==> src/rtl/multicycle_control_fsm.sv <==
// multicycle_control_fsm: multi-cycle RISC-V control sequencer (lw, sw, R/I-type, beq/bne, jal).
// Define MEM_WAIT_EN to add the MemReady port and hold FETCH/MEMREAD/MEMWRITE until memory completes.
module multicycle_control_fsm (
  input  logic       CLK,
  input  logic       RST,
  input  logic [6:0] opcode,
  input  logic       funct3_0,
  input  logic       Zero,
`ifdef MEM_WAIT_EN
  input  logic       MemReady,
`endif
  output logic       PCWrite,
  output logic       AdrSrc,
  output logic       MemWrite,
  output logic       IRWrite,
  output logic [1:0] ResultSrc,
  output logic [1:0] ALUSrcA,
  output logic [1:0] ALUSrcB,
  output logic [1:0] ALUOp,
  output logic [1:0] ImmSrc,
  output logic       RegWrite,
  output logic       IllegalOp
);
  localparam logic [6:0] OP_LW = 7'b0000011, OP_SW = 7'b0100011, OP_R = 7'b0110011,
                         OP_I = 7'b0010011, OP_JAL = 7'b1101111, OP_BR = 7'b1100011;
  typedef enum logic [3:0] {
    FETCH = 4'd0, DECODE = 4'd1, MEMADR = 4'd2, MEMREAD = 4'd3, MEMWB = 4'd4, MEMWRITE = 4'd5,
    EXECR = 4'd6, ALUWB = 4'd7, EXECI = 4'd8, JAL = 4'd9, BRANCH = 4'd10
  } state_t;
  state_t state;
  logic rdy, supported, pc_update, branch, irw, mw, rw;
`ifdef MEM_WAIT_EN
  assign rdy = MemReady;
`else
  assign rdy = 1'b1;
`endif
  assign supported = opcode inside {OP_LW, OP_SW, OP_R, OP_I, OP_JAL, OP_BR};
  always_ff @(posedge CLK or negedge RST)
    if (!RST) state <= FETCH;
    else
      case (state)
        FETCH:    state <= rdy ? DECODE : FETCH;
        DECODE:   state <= (opcode == OP_LW || opcode == OP_SW) ? MEMADR :
                           opcode == OP_R   ? EXECR  :
                           opcode == OP_I   ? EXECI  :
                           opcode == OP_JAL ? JAL    :
                           opcode == OP_BR  ? BRANCH : FETCH;
        MEMADR:   state <= opcode == OP_SW ? MEMWRITE : MEMREAD;
        MEMREAD:  state <= rdy ? MEMWB : MEMREAD;
        MEMWRITE: state <= rdy ? FETCH : MEMWRITE;
        EXECR, EXECI, JAL: state <= ALUWB;
        default:  state <= FETCH;
      endcase
  // Moore decode; codes 11-15 fall through to all-zero strobes
  always_comb begin
    pc_update = 1'b0;
    branch    = 1'b0;
    irw       = 1'b0;
    mw        = 1'b0;
    rw        = 1'b0;
    AdrSrc    = 1'b0;
    ResultSrc = 2'b00;
    ALUSrcA   = 2'b00;
    ALUSrcB   = 2'b00;
    ALUOp     = 2'b00;
    case (state)
      FETCH:    begin irw = rdy; pc_update = rdy; ALUSrcB = 2'b10; ResultSrc = 2'b10; end
      DECODE:   begin ALUSrcA = 2'b01; ALUSrcB = 2'b01; end
      MEMADR:   begin ALUSrcA = 2'b10; ALUSrcB = 2'b01; end
      MEMREAD:  AdrSrc = 1'b1;
      MEMWRITE: begin AdrSrc = 1'b1; mw = 1'b1; end
      MEMWB:    begin ResultSrc = 2'b01; rw = 1'b1; end
      ALUWB:    rw = 1'b1;
      EXECR:    begin ALUSrcA = 2'b10; ALUOp = 2'b10; end
      EXECI:    begin ALUSrcA = 2'b10; ALUSrcB = 2'b01; ALUOp = 2'b10; end
      JAL:      begin ALUSrcA = 2'b01; ALUSrcB = 2'b10; pc_update = 1'b1; end
      BRANCH:   begin ALUSrcA = 2'b10; ALUOp = 2'b01; branch = 1'b1; end
      default:  ;
    endcase
  end
  // write strobes are gated by RST so nothing fires while reset is held in FETCH
  assign PCWrite   = RST & (pc_update | (branch & (Zero ^ funct3_0)));
  assign IRWrite   = RST & irw;
  assign MemWrite  = RST & mw;
  assign RegWrite  = RST & rw;
  assign IllegalOp = RST & (state == DECODE) & ~supported;
  assign ImmSrc    = opcode == OP_SW  ? 2'b01 :
                     opcode == OP_BR  ? 2'b10 :
                     opcode == OP_JAL ? 2'b11 : 2'b00;
endmodule

==> config.mk <==
export PLATFORM = sky130hd
export DESIGN_NAME = multicycle_control_fsm
export DESIGN_NICKNAME = d
export VERILOG_FILES = /design/src/rtl/multicycle_control_fsm.sv
export SDC_FILE = /design/constraint.sdc
export NUM_CORES = 1
export LEC_CHECK = 0
export ABC_AREA = 0
export ABC_CLOCK_PERIOD_IN_PS = 1300
export BUFFER_PORTS_ARGS = -buffer_cell sky130_fd_sc_hd__buf_2
export CELL_PAD_IN_SITES_DETAIL_PLACEMENT = 0
export CELL_PAD_IN_SITES_GLOBAL_PLACEMENT = 1
export CORE_MARGIN = 2
export CORE_UTILIZATION = 29
export DETAILED_ROUTE_END_ITERATION = 8
export GPL_TIMING_DRIVEN = 0
export PLACE_DENSITY_LB_ADDON = 0.1
export SLEW_MARGIN = 20
export SYNTH_ARGS = -nofsm -noshare
export SYNTH_HDL_FRONTEND = slang
export SYNTH_SLANG_ARGS = --single-unit
==> constraint.sdc <==
create_clock -name CLK -period 1.3 [get_ports CLK]
set_input_delay 0.26 -clock CLK [delete_from_list [all_inputs] [get_ports CLK]]
set_output_delay 0.26 -clock CLK [all_outputs]
set_load 0.01 [all_outputs]
### Yosys cells after proc, flatten, opt, wreduce, memory -nomap -nowiden

Index checks and enable logic that the tools add are counted.

| storage, ports and cells | value |
|---|---|
| memories kept | 0 |
| register bits after elaboration | 4 |
| logic and storage cells | 58 |
| bits in latches | 0 |
| memory bits (writable) | 0 |
| output and inout bits | 16 |
| bits of input ports | 11 |
| memory bits (read-only) | 0 |

| cells by class | value |
|---|---|
| shifts and indexed selects | 0 |
| $add $sub $neg | 0 |
| bitwise operators | 10 |
| $lt $le $gt $ge | 0 |
| muxes and demuxes | 20 |
| reductions and logical operators | 11 |
| multiply operators | 0 |
| eq/ne operators | 16 |
| divide/modulo/power cells | 0 |

Operator list:

| cell | count |
|---|---|
| 4-bit two-way mux | 5 |
| 4-bit case mux with 5 select lines | 1 |
| 4-bit by 3-bit equality test with 1-bit output, second input constant | 4 |
| 2-bit case mux with 2 select lines | 4 |
| 7-bit by 6-bit equality test with 1-bit output, second input constant | 2 |
| 7-bit equality test, second input constant | 2 |
| 4-bit equality test, second input constant | 3 |
| 2-bit OR reduction | 5 |
| 4-bit by 2-bit equality test with 1-bit output, second input constant | 2 |
| 1-bit bitwise AND | 7 |
| 7-bit by 2-bit equality test with 1-bit output, second input constant | 1 |
| 7-bit by 5-bit equality test with 1-bit output, second input constant | 1 |
| 1-bit two-way mux | 6 |
| 2-bit two-way mux | 3 |
| 6-bit nonzero test | 1 |
| 3-bit OR reduction | 2 |
| 4-bit by 1-bit equality test with 1-bit output, second input constant | 1 |
| 4-bit logical NOT | 1 |
| 4-bit OR reduction | 1 |
| 3-bit two-way mux | 1 |
| 1-bit logical OR | 1 |
| 1-bit inverter | 1 |
| 1-bit bitwise OR | 1 |
| 1-bit XOR | 1 |

### Depth between registers and ports, before layout

| depth | value |
|---|---|
| depth in word-level cells | 7 |
| gate-level depth with buffers | 5 |
| mapped depth without buffers | 5 |

### Worst setup path before layout

No wires, ideal clock.

| timing | value |
|---|---|
| kind | register to output |
| from | register state[1] |
| to | output port PCWrite |
| arrival time | 1.141 ns |
| path buffers | 0 |
| stages on the path, launching flop included | 5 |
| path slack | -0.101 ns |
| required time | 1.040 ns |
| cells stage by stage | dfrtp_1 -> or2_2 -> o21ai_1 -> o21ai_1 -> nor3b_1 |

| between the ends | value |
|---|---|
| longest elaborated chain between the ends | 5 |
| elaborated cells on any way between the ends | 9 |
| those cells by class | 2 x eq/ne; 2 x mux; 3 x bitwise; 2 x reduce/logical |

RTL lines:

| what | RTL line | source |
|---|---|---|
| start, declared | 30 | `state_t state;` |
| start signal, assigned | 42 | `FETCH: state <= rdy ? DECODE : FETCH;` |
| start signal, assigned | 43 | `DECODE: state <= (opcode == OP_LW \|\| opcode == OP_SW) ? MEMADR :` |
| start signal, assigned | 48 | `MEMADR: state <= opcode == OP_SW ? MEMWRITE : MEMREAD;` |
| 4-bit equality test / 4-bit logical NOT (equally long branches) | 66 | `case (state)` |
| 2-bit OR reduction (no line) / 1-bit two-way mux (equally long branches) | - |  |
| 1-bit two-way mux / 1-bit bitwise AND (equally long branches) | 66, 82 |  |
| 1-bit bitwise OR * | 82 | `assign PCWrite = RST & (pc_update \| (branch & (Zero ^ funct3_0)));` |
| 1-bit bitwise AND * | 82 |  |
| end, declared | 12 | `output logic PCWrite,` |

Mark *: on every way between the ends. The rest lies on a longest branch, timed or not.

### Worst setup path in the final report

| timing | value |
|---|---|
| from | register state[1] |
| to | output port AdrSrc |

| between the ends | value |
|---|---|
| longest elaborated chain between the ends | 3 |
| elaborated cells on any way between the ends | 4 |
| those cells by class | 2 x eq/ne; 1 x mux; 1 x reduce/logical |

RTL lines:

| what | RTL line | source |
|---|---|---|
| 4-bit by 3-bit equality test with 1-bit output / 4-bit by 2-bit equality test with 1-bit output (equally long branches) | - |  |
| 2-bit OR reduction (no line) * | - |  |
| 1-bit two-way mux * | 66 |  |
| end, declared | 13 | `output logic AdrSrc,` |

Marks and branches as above.

==> impl_metrics.yaml <==
pwr:
  max-vdd-ir-drop_mv: 0.7555
  p_clk_share_pct: 9.0
  comb_power_share_pct: 79.4
  power.internal_uw: 953.1
  p_total_mw: 1.673
  switchingPower_uw: 719.7
  switching_share_pct: 43.02
  p_per_area_nw_per_um2: 1771
  p_leak_nw: 0.4658
  pwr-share-seq_pct: 11.6
synthesis:
  ys.flop_type: "dfrtp_1"
  synthCells: 72
  synth-warning-count: 0
  ys_top_cells_by_area: "dfrtp_1, nand2_1, xnor2_1"
  yosysSeqAreaShare_pct: 18.96
  yosysTopAreaCell: "dfrtp_1"
  synth_area_per_cell_um2: 7.333
  async_flop_share_pct: 100.0
  syn_area_um2: 528.0
  synth-edff-count: 0
  synth.distinct_cells: 32
  synth-seq-cells: 4
  syn-num-nets: 83
  netlist.area_leader.share_pct: 18.96
worst_setup_path:
  cp-start-kind: "flip-flop"
  path_cells: "buf_6, buf_4, xnor2_1, nor3_1, buf_2"
  crit_family: "buffers and inverters"
  crit_slowest_cell: "dfrtp_1"
  arrival_ps: 1340
  worst-path-buf-inv: 3
  cpPeakStageDelay_ps: 420
  end_kind: "output pin"
  critPathMaxFanout: 7
  required_ps: 1040
  crit_type: "reg -> out"
final_layout:
  final_util_pct: 54.71
  largest-register: "state"
  largest_reg_flops: 4
  top_regs: "state (4)"
  finalNetCount: 128
  final_common_cell: "buf_2"
  diodes: 0
  mostFrequentLayoutCells: "buf_2, buf_4, buf_6"
  drive_gt1_share_pct: 63.48
  syn_to_final_growth_pct: 78.91
  finalInstanceArea_um2: 944.7
global_route:
  overflow: 0
  grt_pass1_vias: 598
  grt.total_usage_pct: 16.14
  antenna_found_initial: 0
  grt_pass1_wl_mm: 2.525
  grt_start_max_net_pins: 11
die:
  start_util_pct: 30.58
  io_pins: 27
  std_cell_rows: 15
  die_w_um: 46.67
  die_y_um: 46.67
  core_area_um2: 1727
  die-area_um2: 2178
clock_tree:
  cts_tree: "built"
  cts_made_buffers: 3
  cts.sink_count: 4
  cts-htree-levels: 1
  clock_latency_ps: 230
  path_clk_slew_ps: 40
  root_buffer: "clkbuf_4"
  clockBufferDepth: 2
sta:
  rsz0062_at_grt: "true"
  finalHoldViolations: 0
  fmax_mhz: 624.2
  setup-violations-final: 14
  drv_slew: 0
  fin_crit_sh_pct: 123.2
  tns_ps: -3016
  clock_skew_ps: 1.370
  slew_headroom_pct: 84.38
  hold_ws_ps: 353.9
  fin_crit_ps: 1602
  worst_pin_slew_ps: 233.4
  setup_ws_ps: -302.0
routing:
  ant_nets: 0
  drtIter0Drc: 7
  wl_mm: 1.634
  detail_route.wl_per_cell_um: 11.67
  vias: 663
  drc: 0
  firstDrtPassIters: 4
  vias_per_cell: 4.736
hold_path:
  hold_class: "in -> reg"
placement:
  hpwl_mm: 1.149
  portBuffers: 26
  place_area_um2: 694.4
  finalWeightedCongestion: 0.7397
run:
  drv_cap: 0
status:
  failed_checks: "setup timing"
  status: "complete, but fails checks"
[metrics by stage]
| stage | std cells | worst slack [ps] |
|---|---|---|
| final | 140 | -302.0 |
| after global routing | 140 | -372.8 |
| after global placement | 123 | -133.1 |
| after CTS | 137 | -302.5 |
| after floorplan | 72 | -20.89 |
| after detailed placement | 123 | -141.9 |
[cell type report]
cell class,instances,area (um^2)
Buffer,5,52.55
Clock buffer,3,22.52
Fill cell,179,782.0
Inverter,3,11.26
Multi-Input combinational cell,60,467.9
Sequential cell,4,100.1
Tap cell,25,31.28
Timing Repair Buffer,40,259.0
[path summary, 6_finish.rpt]
| path | slack [ps] | cells past startpoint | to | startpoint |
|---|---|---|---|---|
| min reg2reg | 640 | 3 | state[3]$_DFF_PN0_ | state[2]$_DFF_PN0_ |
| max reg2reg | 70 | 5 | state[1]$_DFF_PN0_ | state[3]$_DFF_PN0_ |
| max in group asynchronous | 670 | 2 | state[2]$_DFF_PN0_ | RST |
| max | -300 | 5 | AdrSrc | state[1]$_DFF_PN0_ |
| min | 350 | 3 | state[0]$_DFF_PN0_ | opcode[2] |
| min in group asynchronous | 450 | 2 | state[0]$_DFF_PN0_ | RST |
[synth_stat cells, types with 2 or more instances]
cell type	number
xnor2_1	3
nand2_1	10
o21ai_0	3
inv_1	3
a31oi_1	2
nor3_2	2
nor2b_1	3
a211oi_1	3
nand3_1	2
buf_4	2
and3_1	3
dfrtp_1	4
nor2_1	6
o21ai_1	3
nor3_1	4
buf_2	2
nor3b_1	2
[tightest hold or removal path: stages]
cell and delay (ps):
buf_2 110, nand3_1 100, a221oi_2 60
[repair_timing]
action                     4_1_cts  5_1_grt
hold buffers                     1        0
hold endpoints to repair         4        0
pin swaps                       11        6
gates resized for setup         23       13
setup endpoints to repair       14       16
cloned                           1        0
buffers inserted                 9        3
[kinds of logic after synthesis]
logic type / Yosys count / share of synthesized area, %
AO/OA/AOI/OAI: 14 / 17.53
XOR/XNOR: 4 / 6.636
buffers and inverters: 8 / 9.004
flip-flops: 4 / 18.96
AND/OR/NAND/NOR: 42 / 47.87
[metal layers]
| layer | wire length, um | track usage [%] | vias up |
|---|---|---|---|
| met1 | 722 | 20.33 | 298 |
| met2 | 839 | 28.89 | 22 |
| li1 | - | - | 343 |
| met5 | 0 | 0 | - |
| met3 | 72 | 1.176 | 0 |
| met4 | 0 | 5.000 | 0 |
[power groups by stage]
stage / sequential (mW) / combinational (mW) / clock (mW)
floorplan: 0.179 / 0.616 / 0
global placement: 0.183 / 0.882 / 0
detailed placement: 0.182 / 0.884 / 0
CTS: 0.193 / 1.18 / 0.154
global route: 0.199 / 1.44 / 0.167
finish: 0.194 / 1.33 / 0.151
No activity file was read; power rests on OpenSTA's default activity.
